File: src/rtl/bch_normal_t12_encoder_if.sv
// ---------------------------------------------------------------------------
// bch_normal_t12_encoder_if
//
// Byte-stream bundle for the t=12 normal-frame BCH encoder. It carries the
// information-byte input stream (s_*), the encoded output stream (m_*) and
// the frame-length error pulse.
//
//   s_valid  upstream byte valid
//   s_sof    first information byte of a frame (qualified by s_valid)
//   s_data   information byte, MSB first in time
//   s_ready  encoder accepts s_data this cycle
//   m_valid  output byte valid
//   m_data   output byte: information bytes, then 24 parity bytes
//   m_sof    first byte of the output frame
//   m_eof    last parity byte of the output frame
//   m_ready  downstream accepts m_data this cycle
//   len_err  one-cycle pulse when a frame is restarted mid-frame
//
// Modports:
//   slave  - the encoder side
//   master - the side that feeds the encoder and drains its output
// ---------------------------------------------------------------------------
interface bch_normal_t12_encoder_if;
  logic       s_valid;
  logic       s_sof;
  logic [7:0] s_data;
  logic       s_ready;
  logic       m_valid;
  logic [7:0] m_data;
  logic       m_sof;
  logic       m_eof;
  logic       m_ready;
  logic       len_err;

  modport slave (
    input  s_valid, s_sof, s_data, m_ready,
    output s_ready, m_valid, m_data, m_sof, m_eof, len_err
  );

  modport master (
    output s_valid, s_sof, s_data, m_ready,
    input  s_ready, m_valid, m_data, m_sof, m_eof, len_err
  );
endinterface

File: src/rtl/bch_normal_t12_encoder.sv
// ---------------------------------------------------------------------------
// bch_normal_t12_encoder
//
// Systematic BCH encoder for the normal frame, t=12 code (192 parity bits).
// Information bytes are passed through to the output with one cycle of
// latency while a 192-bit remainder is updated eight bit-steps per byte.
// After KBCH_BYTES information bytes the remainder is emitted as 24 parity
// bytes, most significant byte first, the last one flagged with m_eof.
//
// Parameters:
//   KBCH_BYTES  information length in bytes (4026 for the normal frame)
//   GEN_POLY    generator coefficients g191..g0; the x^192 term is implicit
//
// Ports:
//   clk_1x  block clock, all state changes on its rising edge
//   rst     asynchronous active-high reset
//   bus     bch_normal_t12_encoder_if.slave (s_* in, m_* out, len_err)
//
// Build option:
//   BCH_LEN_ERR_EN  when defined, a start-of-frame byte arriving in the
//                   middle of a frame pulses len_err, discards the partial
//                   frame and restarts encoding with that byte as byte 0.
//                   When undefined, s_sof is ignored mid-frame and len_err
//                   is held low.
// ---------------------------------------------------------------------------
module bch_normal_t12_encoder #(
  parameter int           KBCH_BYTES = 4026,
  parameter logic [191:0] GEN_POLY   = 192'h0
) (
  input  logic                      clk_1x,
  input  logic                      rst,
  bch_normal_t12_encoder_if.slave   bus
);

  localparam int          DATA_W    = 8;
  localparam int          PAR_W     = 192;
  localparam logic [12:0] LAST_IDX  = 13'(KBCH_BYTES - 1);
  localparam logic [4:0]  PAR_LAST  = 5'd23;
  localparam logic [4:0]  PAR_DONE  = 5'd24;

  localparam logic [1:0] ST_IDLE   = 2'd0;
  localparam logic [1:0] ST_DATA   = 2'd1;
  localparam logic [1:0] ST_PARITY = 2'd2;

  logic [1:0]        state;
  logic [PAR_W-1:0]  rem;
  logic [12:0]       byte_cnt;
  logic [4:0]        par_idx;

  logic [DATA_W-1:0] m_data_r;
  logic              m_valid_r;
  logic              m_sof_r;
  logic              m_eof_r;

  logic              out_free;
  logic              in_xfer;
  logic              frame_start;
  logic              frame_restart;
  logic              frame_cont;

  // Eight LFSR steps, MSB of the byte first. Each step divides by g(x):
  // the bit leaving rem[191] xored with the incoming data bit decides
  // whether the generator is folded back in.
  function automatic logic [PAR_W-1:0] rem_step(input logic [PAR_W-1:0] r_in,
                                                input logic [DATA_W-1:0] d);
    logic [PAR_W-1:0] r;
    logic             fb;
    r = r_in;
    for (int i = DATA_W - 1; i >= 0; i--) begin
      fb = d[i] ^ r[PAR_W-1];
      r  = {r[PAR_W-2:0], 1'b0} ^ (fb ? GEN_POLY : {PAR_W{1'b0}});
    end
    return r;
  endfunction

  // The output register can take a new byte when it is empty or its
  // current byte is leaving this cycle.
  assign out_free    = ~m_valid_r | bus.m_ready;

  // Reset gating keeps s_ready low for the whole reset interval, not only
  // after the first clock edge.
  assign bus.s_ready = ~rst & (state != ST_PARITY) & out_free;
  assign in_xfer     = bus.s_valid & bus.s_ready;

`ifdef BCH_LEN_ERR_EN
  assign frame_restart = in_xfer & bus.s_sof & (state == ST_DATA);
`else
  assign frame_restart = 1'b0;
`endif

  assign frame_start = (in_xfer & bus.s_sof & (state == ST_IDLE)) | frame_restart;
  assign frame_cont  = in_xfer & (state == ST_DATA) & ~frame_restart;

  always_ff @(posedge clk_1x or posedge rst) begin
    if (rst) begin
      state     <= ST_IDLE;
      rem       <= '0;
      byte_cnt  <= '0;
      par_idx   <= '0;
      m_data_r  <= '0;
      m_valid_r <= 1'b0;
      m_sof_r   <= 1'b0;
      m_eof_r   <= 1'b0;
    end else if (frame_start) begin
      // Byte 0: remainder starts from zero regardless of any partial frame.
      rem       <= rem_step('0, bus.s_data);
      byte_cnt  <= 13'd1;
      par_idx   <= '0;
      m_data_r  <= bus.s_data;
      m_valid_r <= 1'b1;
      m_sof_r   <= 1'b1;
      m_eof_r   <= 1'b0;
      // A one-byte frame goes straight to parity.
      state     <= (LAST_IDX == 13'd0) ? ST_PARITY : ST_DATA;
    end else if (frame_cont) begin
      rem       <= rem_step(rem, bus.s_data);
      byte_cnt  <= byte_cnt + 13'd1;
      par_idx   <= '0;
      m_data_r  <= bus.s_data;
      m_valid_r <= 1'b1;
      m_sof_r   <= 1'b0;
      m_eof_r   <= 1'b0;
      if (byte_cnt == LAST_IDX) begin
        state <= ST_PARITY;
      end
    end else if ((state == ST_PARITY) && out_free) begin
      if (par_idx == PAR_DONE) begin
        // The eof byte is leaving now; the register empties and the next
        // frame may be accepted on the following cycle.
        state     <= ST_IDLE;
        byte_cnt  <= '0;
        m_valid_r <= 1'b0;
        m_eof_r   <= 1'b0;
      end else begin
        // Shifting the remainder out leaves it all-zero after the frame.
        m_data_r  <= rem[PAR_W-1 -: DATA_W];
        rem       <= {rem[PAR_W-DATA_W-1:0], {DATA_W{1'b0}}};
        m_valid_r <= 1'b1;
        m_sof_r   <= 1'b0;
        m_eof_r   <= (par_idx == PAR_LAST);
        par_idx   <= par_idx + 5'd1;
      end
    end else if (out_free) begin
      // Nothing new to present (includes non-sof bytes dropped in IDLE).
      m_valid_r <= 1'b0;
    end
  end

`ifdef BCH_LEN_ERR_EN
  logic len_err_r;

  always_ff @(posedge clk_1x or posedge rst) begin
    if (rst) begin
      len_err_r <= 1'b0;
    end else begin
      len_err_r <= frame_restart;
    end
  end

  assign bus.len_err = len_err_r;
`else
  assign bus.len_err = 1'b0;
`endif

  assign bus.m_data  = m_data_r;
  assign bus.m_valid = m_valid_r;
  assign bus.m_sof   = m_sof_r;
  assign bus.m_eof   = m_eof_r;

endmodule

File: src/flat_wrapper.sv
// flat-port wrapper written by rule: the top's interface ports become plain ports
module bch_normal_t12_encoder_flat 
#(
  parameter int           KBCH_BYTES = 4026,
  parameter logic [191:0] GEN_POLY   = 192'h0
)
  (clk_1x, rst, bus_s_valid, bus_s_sof, bus_s_data, bus_m_ready, bus_s_ready, bus_m_valid, bus_m_data, bus_m_sof, bus_m_eof, bus_len_err);
  bch_normal_t12_encoder_if bus_i ();
  input  logic clk_1x;
  input  logic rst;
  input wire logic [$bits(bus_i.s_valid)-1:0] bus_s_valid;
  input wire logic [$bits(bus_i.s_sof)-1:0] bus_s_sof;
  input wire logic [$bits(bus_i.s_data)-1:0] bus_s_data;
  input wire logic [$bits(bus_i.m_ready)-1:0] bus_m_ready;
  output wire logic [$bits(bus_i.s_ready)-1:0] bus_s_ready;
  output wire logic [$bits(bus_i.m_valid)-1:0] bus_m_valid;
  output wire logic [$bits(bus_i.m_data)-1:0] bus_m_data;
  output wire logic [$bits(bus_i.m_sof)-1:0] bus_m_sof;
  output wire logic [$bits(bus_i.m_eof)-1:0] bus_m_eof;
  output wire logic [$bits(bus_i.len_err)-1:0] bus_len_err;
  assign bus_i.s_valid = bus_s_valid;
  assign bus_i.s_sof = bus_s_sof;
  assign bus_i.s_data = bus_s_data;
  assign bus_i.m_ready = bus_m_ready;
  assign bus_s_ready = bus_i.s_ready;
  assign bus_m_valid = bus_i.m_valid;
  assign bus_m_data = bus_i.m_data;
  assign bus_m_sof = bus_i.m_sof;
  assign bus_m_eof = bus_i.m_eof;
  assign bus_len_err = bus_i.len_err;
  bch_normal_t12_encoder #(.KBCH_BYTES(KBCH_BYTES), .GEN_POLY(GEN_POLY)) u_core (.clk_1x(clk_1x), .rst(rst), .bus(bus_i));
endmodule
File: config.mk
export PLATFORM = sky130hd
export DESIGN_NAME = bch_normal_t12_encoder_flat
export DESIGN_NICKNAME = d
export VERILOG_FILES = /design/src/rtl/bch_normal_t12_encoder_if.sv /design/src/rtl/bch_normal_t12_encoder.sv /design/src/flat_wrapper.sv
export SDC_FILE = /design/constraint.sdc
export NUM_CORES = 1
export LEC_CHECK = 0
export ABC_AREA = 1
export BUFFER_PORTS_ARGS = -buffer_cell sky130_fd_sc_hd__buf_2
export CAP_MARGIN = 30
export CORE_UTILIZATION = 50
export CTS_CLUSTER_SIZE = 16
export DETAILED_ROUTE_END_ITERATION = 16
export GPL_ROUTABILITY_DRIVEN = 0
export PLACE_DENSITY_LB_ADDON = 0.1
export SYNTH_ARGS = -nofsm -noshare
export SYNTH_HDL_FRONTEND = slang
export SYNTH_SLANG_ARGS = --single-unit
File: constraint.sdc
create_clock -name clk_1x -period 1.77 [get_ports clk_1x]
set_input_delay 0.354 -clock clk_1x [delete_from_list [all_inputs] [get_ports clk_1x]]
set_output_delay 0.354 -clock clk_1x [all_outputs]
set_load 0.02 [all_outputs]
== After elaboration in Yosys (flattened, before gate mapping) ==
Index checks and enable logic that the tools add are counted.
Storage, ports and cells
  word-level logic and storage cells: 69
  register bits after elaboration: 223
  input port bits: 13
  output and inout bits: 13
Cells by class
  equality and inequality tests: 8
  reductions and logical operators: 8
  add/sub/neg operators: 2
  bitwise logic cells: 9
  muxes and demuxes: 34
Operators by type and width (count)
  2-to-1 mux 192 bit: 4
  2-to-1 mux 13 bit: 4
  2-to-1 mux 8 bit: 4
  2-to-1 mux 5 bit: 4
  adder 13 x 1 -> 13 bit, second input constant: 1
  == test 13 x 12 -> 1 bit, second input constant: 1
  2-to-1 mux 1 bit: 13
  == test 5 bit, second input constant: 2
  2-to-1 mux 2 bit: 5
  bitwise AND 1 bit: 6
  nonzero test 3 bit: 2
  adder 5 x 1 -> 5 bit, second input constant: 1
  AND reduction 2 bit: 2
  nonzero test 4 bit: 1
  inequality test 3 x 1 -> 1 bit, second input constant: 1
  inequality test 3 x 2 -> 1 bit, second input constant: 1
  AND reduction 3 bit: 1
  == test 2 x 1 -> 1 bit, second input constant: 1
  == test 2 bit, second input constant: 1
  logical NOT 2 bit: 1
  inequality test 2 bit, second input constant: 1
  inverter 1 bit: 2
  logical AND 1 bit: 1
  bitwise OR 1 bit: 1

== Depth between registers and ports, before layout ==
Gate-level depths: netlist (run 1).
  depth after elaboration: 8
  gate-level depth with buffers: 9

== Least setup slack after synthesis (run 1) ==
Ideal clock, no wire load.
  path type: input port to flip-flop
  from: in rst
  to: reg u_core.byte_cnt[4]
  data arrival time: 1892 ps
  slack: -248 ps
  stages: 7
  cell sequence: inv_1 nand2_1 nor2_4 nand3_4 o211ai_4 buf_6 o21ai_0
On the way
  longest elaborated chain between the ends: 8
  elaborated cells on any way between the ends: 12
RTL lines
  start, declared: line flat_wrapper.sv:10  | input logic rst;
  inverter 1 bit (*): line bch_normal_t12_encoder.sv:82  | assign bus.s_ready = ~rst & (state != ST_PARITY) & out_free;
  bitwise AND 1 bit (*) (2 in series): line bch_normal_t12_encoder.sv:82
  net bus_s_ready: line flat_wrapper.sv:15  | output wire logic [$bits(bus_i.s_ready)-1:0] bus_s_ready;
  bitwise AND 1 bit (*): line bch_normal_t12_encoder.sv:83  | assign in_xfer = bus.s_valid & bus.s_ready;
  bitwise AND 1 bit (2 in series): line bch_normal_t12_encoder.sv:91  | assign frame_start = (in_xfer & bus.s_sof & (state == ST_IDLE)) | frame_restart;
  nonzero test 3 bit (no line)
  AND reduction 2 bit (no line)
  end signal, assigned: line bch_normal_t12_encoder.sv:117  | byte_cnt <= byte_cnt + 13'd1;
  end, declared: line bch_normal_t12_encoder.sv:47  | logic [12:0] byte_cnt;
The timed path passes the listed nets; every way through them passes the cells marked *.
A chain may end at the register's enable or synchronous reset.

== Worst setup path in the final report (run 1) ==
  from: reg u_core.m_valid_r (netlist: u_core.bus.m_valid)
  to: out bus_s_ready
On the way
  longest elaborated chain between the ends: 3
RTL lines
  start, declared: line bch_normal_t12_encoder.sv:51  | logic m_valid_r;
  start signal, assigned: line bch_normal_t12_encoder.sv:101  | m_valid_r <= 1'b0;
  start signal, assigned: line bch_normal_t12_encoder.sv:110  | m_valid_r <= 1'b1;
  start signal, assigned: line bch_normal_t12_encoder.sv:120  | m_valid_r <= 1'b1;
  inverter 1 bit: line bch_normal_t12_encoder.sv:78  | assign out_free = ~m_valid_r | bus.m_ready;
  bitwise OR 1 bit: line bch_normal_t12_encoder.sv:78
  bitwise AND 1 bit: line bch_normal_t12_encoder.sv:82
  end, declared: line flat_wrapper.sv:15
Every way passes these cells.

==> run summary, run 1 <==
PortBufs: 24
Critical Path AT: 1280 ps
Most used DFF post-synth: dfrtp_1
Unrepaired setup endpoints after global routing: false
Cts hold-fix bufs: 0
Number of setup buffers added after CTS: 0
Min Tclk post-route: 1630 ps
Setup WS pre-CTS: 64.3 ps
Compound-Gate Fraction of Synth Area: 9.65%
Clock sinks: 31
First-pass GRT wire length: 5.71 mm
CTS tree: built
Leakage dissipation: 0.913 nW
Die area: 3610 um2
Num CTS Buffers: 5
Final hold vios: 0
Clk_skew: 12.4 ps
Pwr Total: 2.60 mW
F_max: 612 MHz
Row count: 20
FFs w/ async S/R, synth: 100%
Post-Synth XOR/XNOR Area: 2.08%
Endpoint kind of the worst setup timing path: primary output
Worst-Skew Late Latency: 330 ps
CP Launch Type: flop
Clock Path Buffers: 2
Buf+Inv Stages, Crit Path: 1
Peak per-stage delay on the critical path: 440 ps
Register Area: 776 um2
Mean Syn Cell Area: 8.26 um2
Synth top cells by count: nand2_1 (59), dfrtp_1 (31), inv_1 (26)
Final worst setup slack: 137 ps
DIE WIDTH: 60.1 um
Total GRT Usage: 21.8%
Max IR drop VDD: 856 uV
Drt drc: 0
Pins Over Slew Limit: 0
Core area: 3130 um2
Post-Syn Instances: 204
Post-Synth Simple-Gate Area: 30.7%
Worst path required time: 1420 ps
Die Ht: 60.1 um
CP cell instances: nand2_2 -> nand2_1 -> nor2_4 -> buf_2
Area taken by multi-input logic gates: 776 um2
Share of the synthesized area in the top cell type: 46.0%
Share of layout cells above drive strength 1: 20.5%
Seq/Total Area, Yosys: 46.0%
Outcome: finished, final reports clean
Initial antenna violation count: 0
P per Cell Area: 1370 nW/um2
Initial DRC Count: 71
Worst hold path class: in -> async
Synthesized net count: 221
Worst-path maximum fanout: 4
Vias in the first global route: 1336
DR pass1 iterations: 4
Crit Path Category: reg -> out
Via count: 1418
NumNets Final: 250
Post-DP HPWL: 2.57 mm
Starting density of the core: 53.9%
Main combinational cell family by area after synthesis: simple AND/OR/NAND/NOR gates
Post-synth EDFFs: 0
N_diodes: 0
Final Setup Violations: 0
Largest net degree at the start of global routing: 32
Total Wirelength: 3.40 mm
Slowest-stage cell, CP: dfrtp_1
Post-Layout Inst Area: 1900 um2
Maxcap violations: 0
Synth unique cells: 33
Mux cell area share after synthesis: 0%
Cell family with most CP delay: flip-flops
# H-tree levels: 2
#FFs+latches synth: 31
Num ports: 26
Syn Std Cell Area: 1690 um2
Largest area contributor in the netlist: dfrtp_1
Layout Utilization: 60.8%
Setup TNS: 0 ps
Gr ovfl total: 0
Most area-consuming cells after synthesis: dfrtp_1 (46%), nand2_1 (13%), inv_1 (5.8%)
Post-DP Area: 1840 um2
Post-DR wirelength/cell: 12.2 um
Via-to-Cell Ratio: 5.10
ANT nets after route: 0
Yosys warns: 0
Root Buffer: clkbuf_4
Most numerous cell in the Yosys netlist: nand2_1
Tcrit/Tclk final: 92.2%
Area grow syn2layout: 12.8%
Clock transition at path regs: 100 ps
Synthesized-area fraction occupied by adder cells: 2.97%
FILL cells: 297
[per-layer routing]
metal	up-vias	track usage, %	part of all wire [%]
met5	-	0	0
met4	0	7.97	1.7
met3	6	5.84	3.2
met1	671	24.2	42
met2	21	39.4	53
li1	720	-	-
[repair_timing]
item,in CTS,in global routing
hold endpoints to repair,0,0
resized for setup,0,2
setup endpoints to repair,0,11
[power breakdown]
| part | switching [mW] | leakage [nW] | internal (mW) |
|---|---|---|---|
| clock network | 0.235 | 0.0293 | 0.155 |
| registers | 0.226 | 0.411 | 0.971 |
| logic | 0.674 | 0.473 | 0.343 |
| total | 1.14 | 0.913 | 1.47 |
[area by class of cell]
class                   count  share of cell area (%)
inverters                  28                    5.79
multi-input cells         141                    40.8
repair buffers             26                    7.11
clock inverters             1                   0.263
clock buffers               7                    2.37
flip-flops and latches     31                    40.8
well taps                  44                    2.89
[worst reg2reg max path, cell delays in order, from the launching register on]
cell	delay, ps
dfrtp_1	410
inv_1	60
ha_1	200
nand4_2	130
nand3_2	160
nand2_1	100
inv_1	160
a21oi_1	200
inv_1	50
[final timing paths]
path / startpoint / to / slack [ps] / depth (start not counted)
setup / recovery: u_core.bus.m_valid$_DFFE_PP0P_ / bus_s_ready / 140 / 4
hold / removal: rst / u_core.state[1]$_DFFE_PP0P_ / 140 / 3
setup reg to reg: u_core.par_idx[0]$_DFFE_PP0P_ / u_core.par_idx[1]$_DFFE_PP0P_ / 190 / 8
hold reg to reg: u_core.bus.m_data[2]$_DFFE_PP0P_ / u_core.bus.m_data[2]$_DFFE_PP0P_ / 480 / 2
max in group asynchronous: rst / u_core.par_idx[1]$_DFFE_PP0P_ / 1340 / 3
min in group clk_1x: bus_s_data[1] / u_core.bus.m_data[1]$_DFFE_PP0P_ / 220 / 3
[per-stage QoR]
stage                     cells  hold WS, ps
after floorplan             204          280
after global placement      270          455
after detailed placement    270          462
after CTS                   278          147
after global routing        278          164
final                       278          137
[registers in the layout, indices dropped and copies added, names as in the netlist]
| register | flops |
|---|---|
| u_core.par_idx | 5 |
| u_core.bus.m_sof | 1 |
| u_core.bus.m_data | 8 |
| u_core.state | 2 |
| u_core.bus.m_valid | 1 |
| u_core.bus.m_eof | 1 |
| u_core.byte_cnt | 13 |
[cells by family (layout without fill, tap and decap cells)]
kind of cell    count (synthesis)  after routing
other cells                     1              1
compound gates                 26             26
xor+xnor                        4              4
simple gates                  106            106
fa+ha+maj                       4              4
flops                          31             31
buf+inv                        32             62
[placed cells by master, fill, tap and decap left out, drive strengths merged]
master,n
dfrtp,31
o21bai,1
nand2,60
o21ai,16
buf,26
conb,1
o22ai,5
nand4,4
clkinvlp,1
inv,26
nor3,7
xor2,3
xnor2,1
clkinv,2
clkbuf,7
a21oi,2
nor2,12
o2111ai,1
nor3b,2
nand3,20
nand3b,1
ha,4
o211ai,1
Note: power is estimated with default switching activity, not from simulation.
==> run 2: changes to the inputs <==
--- a/config.mk
+++ b/config.mk
@@ -8,7 +8,7 @@
 export ABC_AREA = 1
 export BUFFER_PORTS_ARGS = -buffer_cell sky130_fd_sc_hd__buf_2
 export CAP_MARGIN = 30
-export CORE_UTILIZATION = 50
+export CORE_UTILIZATION = 40
 export CTS_CLUSTER_SIZE = 16
 export DETAILED_ROUTE_END_ITERATION = 16
 export GPL_ROUTABILITY_DRIVEN = 0
==> run 2 against run 1 <==
Power increased by 12%. Sequential share of layout area decreased by 1.7 points. Flip-flop and latch count unchanged. Die area increased by 24%. Largest power group unchanged. Non-clock buffer count increased by 2. Core utilization decreased by 12 points. Worst hold slack improved by 59 ps.
==> run summary, run 2 (synthesis results as in run 1) <==
Outcome: finished, final reports clean
DR pass1 iterations: 4
DIE WIDTH: 66.9 um
P per Cell Area: 1470 nW/um2
FILL cells: 406
Internal: 1.77 mW
Initial antenna violation count: 0
P_sw: 1.15 mW
Post-DP Area: 1870 um2
Tcrit/Tclk final: 89.0%
ANT nets after route: 0
Clock network fraction of total power: 24.9%
F_max: 635 MHz
Unrepaired setup endpoints after global routing: true
Die area: 4480 um2
CP Launch Type: flop
Post-DP HPWL: 2.39 mm
Most frequent cells in the layout: nand2_1 (59), dfrtp_1 (31), inv_1 (25)
Total GRT Usage: 17.6%
Num CTS Buffers: 5
Setup TNS: 0 ps
Min Tclk post-route: 1570 ps
Leakage dissipation: 0.954 nW
Row count: 23
Switching Fraction: 39.3%
Post-DR wirelength/cell: 11.7 um
Die Ht: 66.9 um
Share of layout cells above drive strength 1: 21.2%
# H-tree levels: 2
Most flops, register: u_core.byte_cnt
Num ports: 26
Final hold vios: 0
Core area: 4030 um2
Max IR drop VDD: 650 uV
Critical Path AT: 1790 ps
Layout Cells excl Fill: 286
Clock transition at path regs: 70 ps
Endpoint kind of the worst setup timing path: flop
Worst hold path class: in -> async
Total Wirelength: 3.36 mm
Maxcap violations: 0
PortBufs: 24
Reg power frac: 40.8%
Worst-path maximum fanout: 12
N_diodes: 0
Starting density of the core: 41.8%
CTS tree: built
Area grow syn2layout: 17.7%
Clock sinks: 31
Pwr Total: 2.92 mW
Max reg flops: 13
Final Setup Violations: 0
NumNets Final: 252
Initial DRC Count: 73
Via count: 1385
Worst path required time: 1990 ps
Crit Path Category: reg -> reg
Vias in the first global route: 1236
Gr ovfl total: 0
Clk_skew: 4.69 ps
First-pass GRT wire length: 5.77 mm
Root Buffer: clkbuf_8
Worst-Skew Late Latency: 280 ps
Drt drc: 0
Combinational power share: 34.3%
Via-to-Cell Ratio: 4.84
Clock Path Buffers: 2
Largest net degree at the start of global routing: 32
Inst Count DP: 278
Most common cell after layout, fill and taps aside: nand2_1
Post-Layout Inst Area: 1980 um2
Pins Over Slew Limit: 0
## run 2: timing repair
item,CTS,global route
setup buffers,0,0
endpoints found under the hold margin,0,0
gates resized for setup,0,0
hold buffers,0,0
setup endpoints to repair,0,2
## run 2: path summary, 6_finish.rpt
kind | to | slack [ps] | cells after the start | startpoint
worst max-delay path | u_core.par_idx[1]$_DFFE_PP0P_ | 200 | 8 | u_core.par_idx[0]$_DFFE_PP0P_
worst min-delay path | u_core.byte_cnt[4]$_DFFE_PP0P_ | 200 | 3 | rst
worst max register to register | u_core.par_idx[1]$_DFFE_PP0P_ | 200 | 8 | u_core.par_idx[0]$_DFFE_PP0P_
worst min register to register | u_core.bus.m_sof$_DFFE_PP0P_ | 470 | 2 | u_core.bus.m_sof$_DFFE_PP0P_
max in group asynchronous | u_core.par_idx[1]$_DFFE_PP0P_ | 1280 | 3 | rst
min in group clk_1x | u_core.bus.m_data[1]$_DFFE_PP0P_ | 270 | 3 | bus_s_data[1]
## run 2: worst max-delay path, cell delays in order (launching register included)
cell     delay [ps]
dfrtp_1         420
inv_1            70
ha_1            150
nand4_2         140
nand3_1         180
nand2_1          70
inv_1           300
a21oi_1         110
inv_1            70
## run 2: cell type report
cell class | instances | area [um2] | area share (%)
sequential | 31 | 776 | 39.1
multi-input combinational | 141 | 768 | 38.7
timing repair buffer | 28 | 150 | 7.57
clock buffer | 6 | 82.6 | 4.16
tap | 50 | 62.6 | 3.15
inverter | 28 | 110 | 5.55
clock inverter | 2 | 35.0 | 1.77
## run 2: power by group through the flow
| stage | combinational (mW) | sequential, mW | clock [mW] |
|---|---|---|---|
| after floorplan | 0.661 | 1.28 | 0 |
| after global placement | 1.01 | 1.21 | 0 |
| after detailed placement | 1.02 | 1.20 | 0 |
| after CTS | 1.02 | 1.19 | 0.754 |
| after global routing | 1.14 | 1.23 | 0.795 |
| final | 1.00 | 1.19 | 0.726 |
## run 2: per-stage QoR
step | hold slack [ps] | setup slack [ps] | util (%)
final | 195 | 195 | 49.3
after global routing | 245 | -6.63 | 49.3
after CTS | 209 | 161 | 49.3
after detailed placement | 454 | 178 | 46.3
after global placement | 453 | 180 | 46.3
after floorplan | 280 | 93.8 | -
## run 2: per-layer routing
layer / up-vias / global-route usage [%] / wire length, um / part of all wire [%]
met5: - / 0 / 0 / 0
met1: 648 / 22.9 / 1640 / 49
met2: 14 / 28.0 / 1590 / 47
met4: 0 / 4.79 / 40 / 1.2
li1: 718 / - / - / -
met3: 5 / 5.14 / 84 / 2.5
==> run 3: changes to the inputs <==
--- a/config.mk
+++ b/config.mk
@@ -5,10 +5,9 @@
 export SDC_FILE = /design/constraint.sdc
 export NUM_CORES = 1
 export LEC_CHECK = 0
-export ABC_AREA = 1
 export BUFFER_PORTS_ARGS = -buffer_cell sky130_fd_sc_hd__buf_2
 export CAP_MARGIN = 30
-export CORE_UTILIZATION = 40
+export CORE_UTILIZATION = 50
 export CTS_CLUSTER_SIZE = 16
 export DETAILED_ROUTE_END_ITERATION = 16
 export GPL_ROUTABILITY_DRIVEN = 0
==> run 3 against run 2 <==
Highest routed layer unchanged. Fmax shrank 7.6%. Clock skew grew 6.1 ps. Critical path type unchanged. Design area shrank 4.9%. Critical path depth shrank 2. Die area shrank 22%.
==> run summary, run 3 <==
Most used DFF post-synth: dfrtp_1
Outcome: finished, final reports clean
Clk_skew: 10.8 ps
DR pass1 iterations: 4
NumNets Final: 204
Min Tclk post-route: 1700 ps
Endpoint kind of the worst setup timing path: flop
First-pass GRT wire length: 5.33 mm
Worst path required time: 1980 ps
ANT nets after route: 0
# H-tree levels: 2
Worst-path maximum fanout: 9
DIE WIDTH: 58.9 um
Switching Fraction: 30.9%
Worst r2r path cells: 6
P per Cell Area: 930 nW/um2
#FFs+latches synth: 31
Starting density of the core: 53.0%
Combinational power share: 22.6%
Largest area contributor in the netlist: dfrtp_1
Mean Syn Cell Area: 10.3 um2
P_sw: 542 uW
Post-Syn Instances: 157
Most area-consuming cells after synthesis: dfrtp_1 (48%), a22o_1 (7.0%), xnor2_1 (3.8%)
Initial antenna violation count: 0
Register Area: 776 um2
N_diodes: 0
Via count: 1283
Yosys warns: 0
Total GRT Usage: 21.2%
Tcrit/Tclk final: 96.2%
Pins Over Slew Limit: 0
Cell family with most CP delay: simple AND/OR/NAND/NOR gates
Most numerous cell in the Yosys netlist: dfrtp_1
Seq/Total Area, Yosys: 47.9%
Most common cell after layout, fill and taps aside: dfrtp_1
Area taken by multi-input logic gates: 763 um2
Pwr Total: 1.75 mW
F_max: 587 MHz
Largest net degree at the start of global routing: 18
Clock transition at path regs: 90 ps
Share of the synthesized area in the top cell type: 47.9%
FFs w/ async S/R, synth: 100%
Critical Path AT: 1920 ps
Worst reg2reg path endpoint: u_core.bus.m_data[7]$_DFFE_PP0P_
Crit Path Category: reg -> reg
Via-to-Cell Ratio: 5.53
Num ports: 26
Clock sinks: 31
Core area: 3050 um2
Leakage dissipation: 0.904 nW
Worst-Skew Late Latency: 330 ps
Root Buffer: clkbuf_4
Synthesized net count: 174
Inst Count DP: 221
FILL cells: 283
Max IR drop VDD: 594 uV
Row count: 20
Final hold vios: 0
Buf+Inv Stages, Crit Path: 1
CP Launch Type: flop
Reg power frac: 50.6%
Clock Path Buffers: 2
Synth top cells by count: dfrtp_1 (31), a22o_1 (13), nand2_1 (11)
Setup TNS: 0 ps
Internal: 1.21 mW
Maxcap violations: 0
Total Wirelength: 3.28 mm
Final Setup Violations: 0
R2R setup slack: 70 ps
Vias in the first global route: 1185
Layout Cells excl Fill: 232
Worst r2r src: u_core.par_idx[0]$_DFFE_PP0P_
Area grow syn2layout: 16.5%
Most frequent cells in the layout: dfrtp_1 (31), buf_2 (24), a22o_1 (13)
Post-DP HPWL: 2.30 mm
Gr ovfl total: 0
Num CTS Buffers: 5
Clock network fraction of total power: 26.9%
Worst hold path class: in -> async
Die Ht: 58.9 um
PortBufs: 24
Most flops, register: u_core.byte_cnt
Share of layout cells above drive strength 1: 26.1%
Synth unique cells: 41
CP cell instances: inv_1 -> ha_1 -> and4b_1 -> or3_1 -> and2_4 -> a22o_1
Die area: 3470 um2
Max reg flops: 13
Post-DR wirelength/cell: 14.1 um
Initial DRC Count: 57
CTS tree: built
Syn Std Cell Area: 1620 um2
Slowest-stage cell, CP: dfrtp_1
Drt drc: 0
Peak per-stage delay on the critical path: 380 ps
Post-synth EDFFs: 0
## run 3: area by class of cell
type | instances | area share (%)
multi-input combinational | 109 | 40.5
inverter | 6 | 1.39
tap | 44 | 2.92
timing repair buffer | 34 | 10.5
sequential | 31 | 41.1
clock buffer | 8 | 3.65
## run 3: worst max-delay path by stage
stage	startpoint	endpoint	cells past startpoint
floorplan	rst	u_core.bus.m_data[0]$_DFFE_PP0P_	6
global placement	u_core.par_idx[0]$_DFFE_PP0P_	u_core.bus.m_data[1]$_DFFE_PP0P_	6
detailed placement	u_core.par_idx[0]$_DFFE_PP0P_	u_core.bus.m_data[3]$_DFFE_PP0P_	6
CTS	u_core.par_idx[0]$_DFFE_PP0P_	u_core.bus.m_data[7]$_DFFE_PP0P_	6
global route	u_core.par_idx[0]$_DFFE_PP0P_	u_core.bus.m_data[7]$_DFFE_PP0P_	6
finish	u_core.par_idx[0]$_DFFE_PP0P_	u_core.bus.m_data[7]$_DFFE_PP0P_	6
## run 3: cells by family (layout without fill, tap and decap cells)
| family | after synthesis | in the layout | share of synthesized area (%) |
|---|---|---|---|
| and+or+nand+nor | 58 | 58 | 20.9 |
| AOI/OAI and AO/OA | 34 | 34 | 15.6 |
| DFF | 31 | 31 | 47.9 |
| buffers and inverters | 17 | 48 | 5.41 |
| xor gates and xnor gates | 7 | 7 | 3.79 |
| muxes | 5 | 5 | 3.09 |
| adders and majority gates | 4 | 4 | 3.09 |
| other | 1 | 1 | 0.232 |
## run 3: stage by stage
step / cell area [um2] / worst slack [ps] / hold slack (ps) / util (%)
floorplan: 1640 / -126 / 287 / -
global placement: 1790 / 105 / 279 / 58.6
detailed placement: 1790 / 83.1 / 287 / 58.6
CTS: 1870 / 69.0 / 90.3 / 61.2
global route: 1890 / -7.09 / 86.2 / 61.8
finish: 1890 / 66.5 / 89.6 / 61.8
## run 3: timing repair
action | CTS | global route
setup buffers | 0 | 2
endpoints found under the hold margin | 4 | 0
resized for setup | 0 | 2
hold buffers | 1 | 0
setup endpoints to repair | 0 | 16
## run 3: worst reg2reg max path: cells and delay by family (launching register included)
kind / cells / cell delay (ps)
AND/OR/NAND/NOR: 3 / 770
flip-flops: 1 / 380
buffers and inverters: 1 / 80
adder cells (fa/ha/maj): 1 / 190
AO/OA/AOI/OAI: 1 / 190
## run 3: routing by layer
| metal | track usage (%) | vias up | part of all wire [%] | routed length [um] |
|---|---|---|---|---|
| li1 | - | 628 | - | - |
| met1 | 28.9 | 624 | 49 | 1600 |
| met2 | 31.2 | 29 | 46 | 1510 |
| met3 | 6.37 | 2 | 4.3 | 140 |
| met4 | 9.52 | 0 | 0.88 | 29 |
| met5 | 0 | - | 0 | 0 |
## run 3: power groups by stage
stage               Combinational, mW  Clock [mW]  Sequential [mW]
finish                          0.396       0.471            0.887
detailed placement              0.398           0            0.898
CTS                             0.400       0.489            0.887
global route                    0.426       0.517            0.901
global placement                0.390           0            0.895
floorplan                       0.221           0            0.952
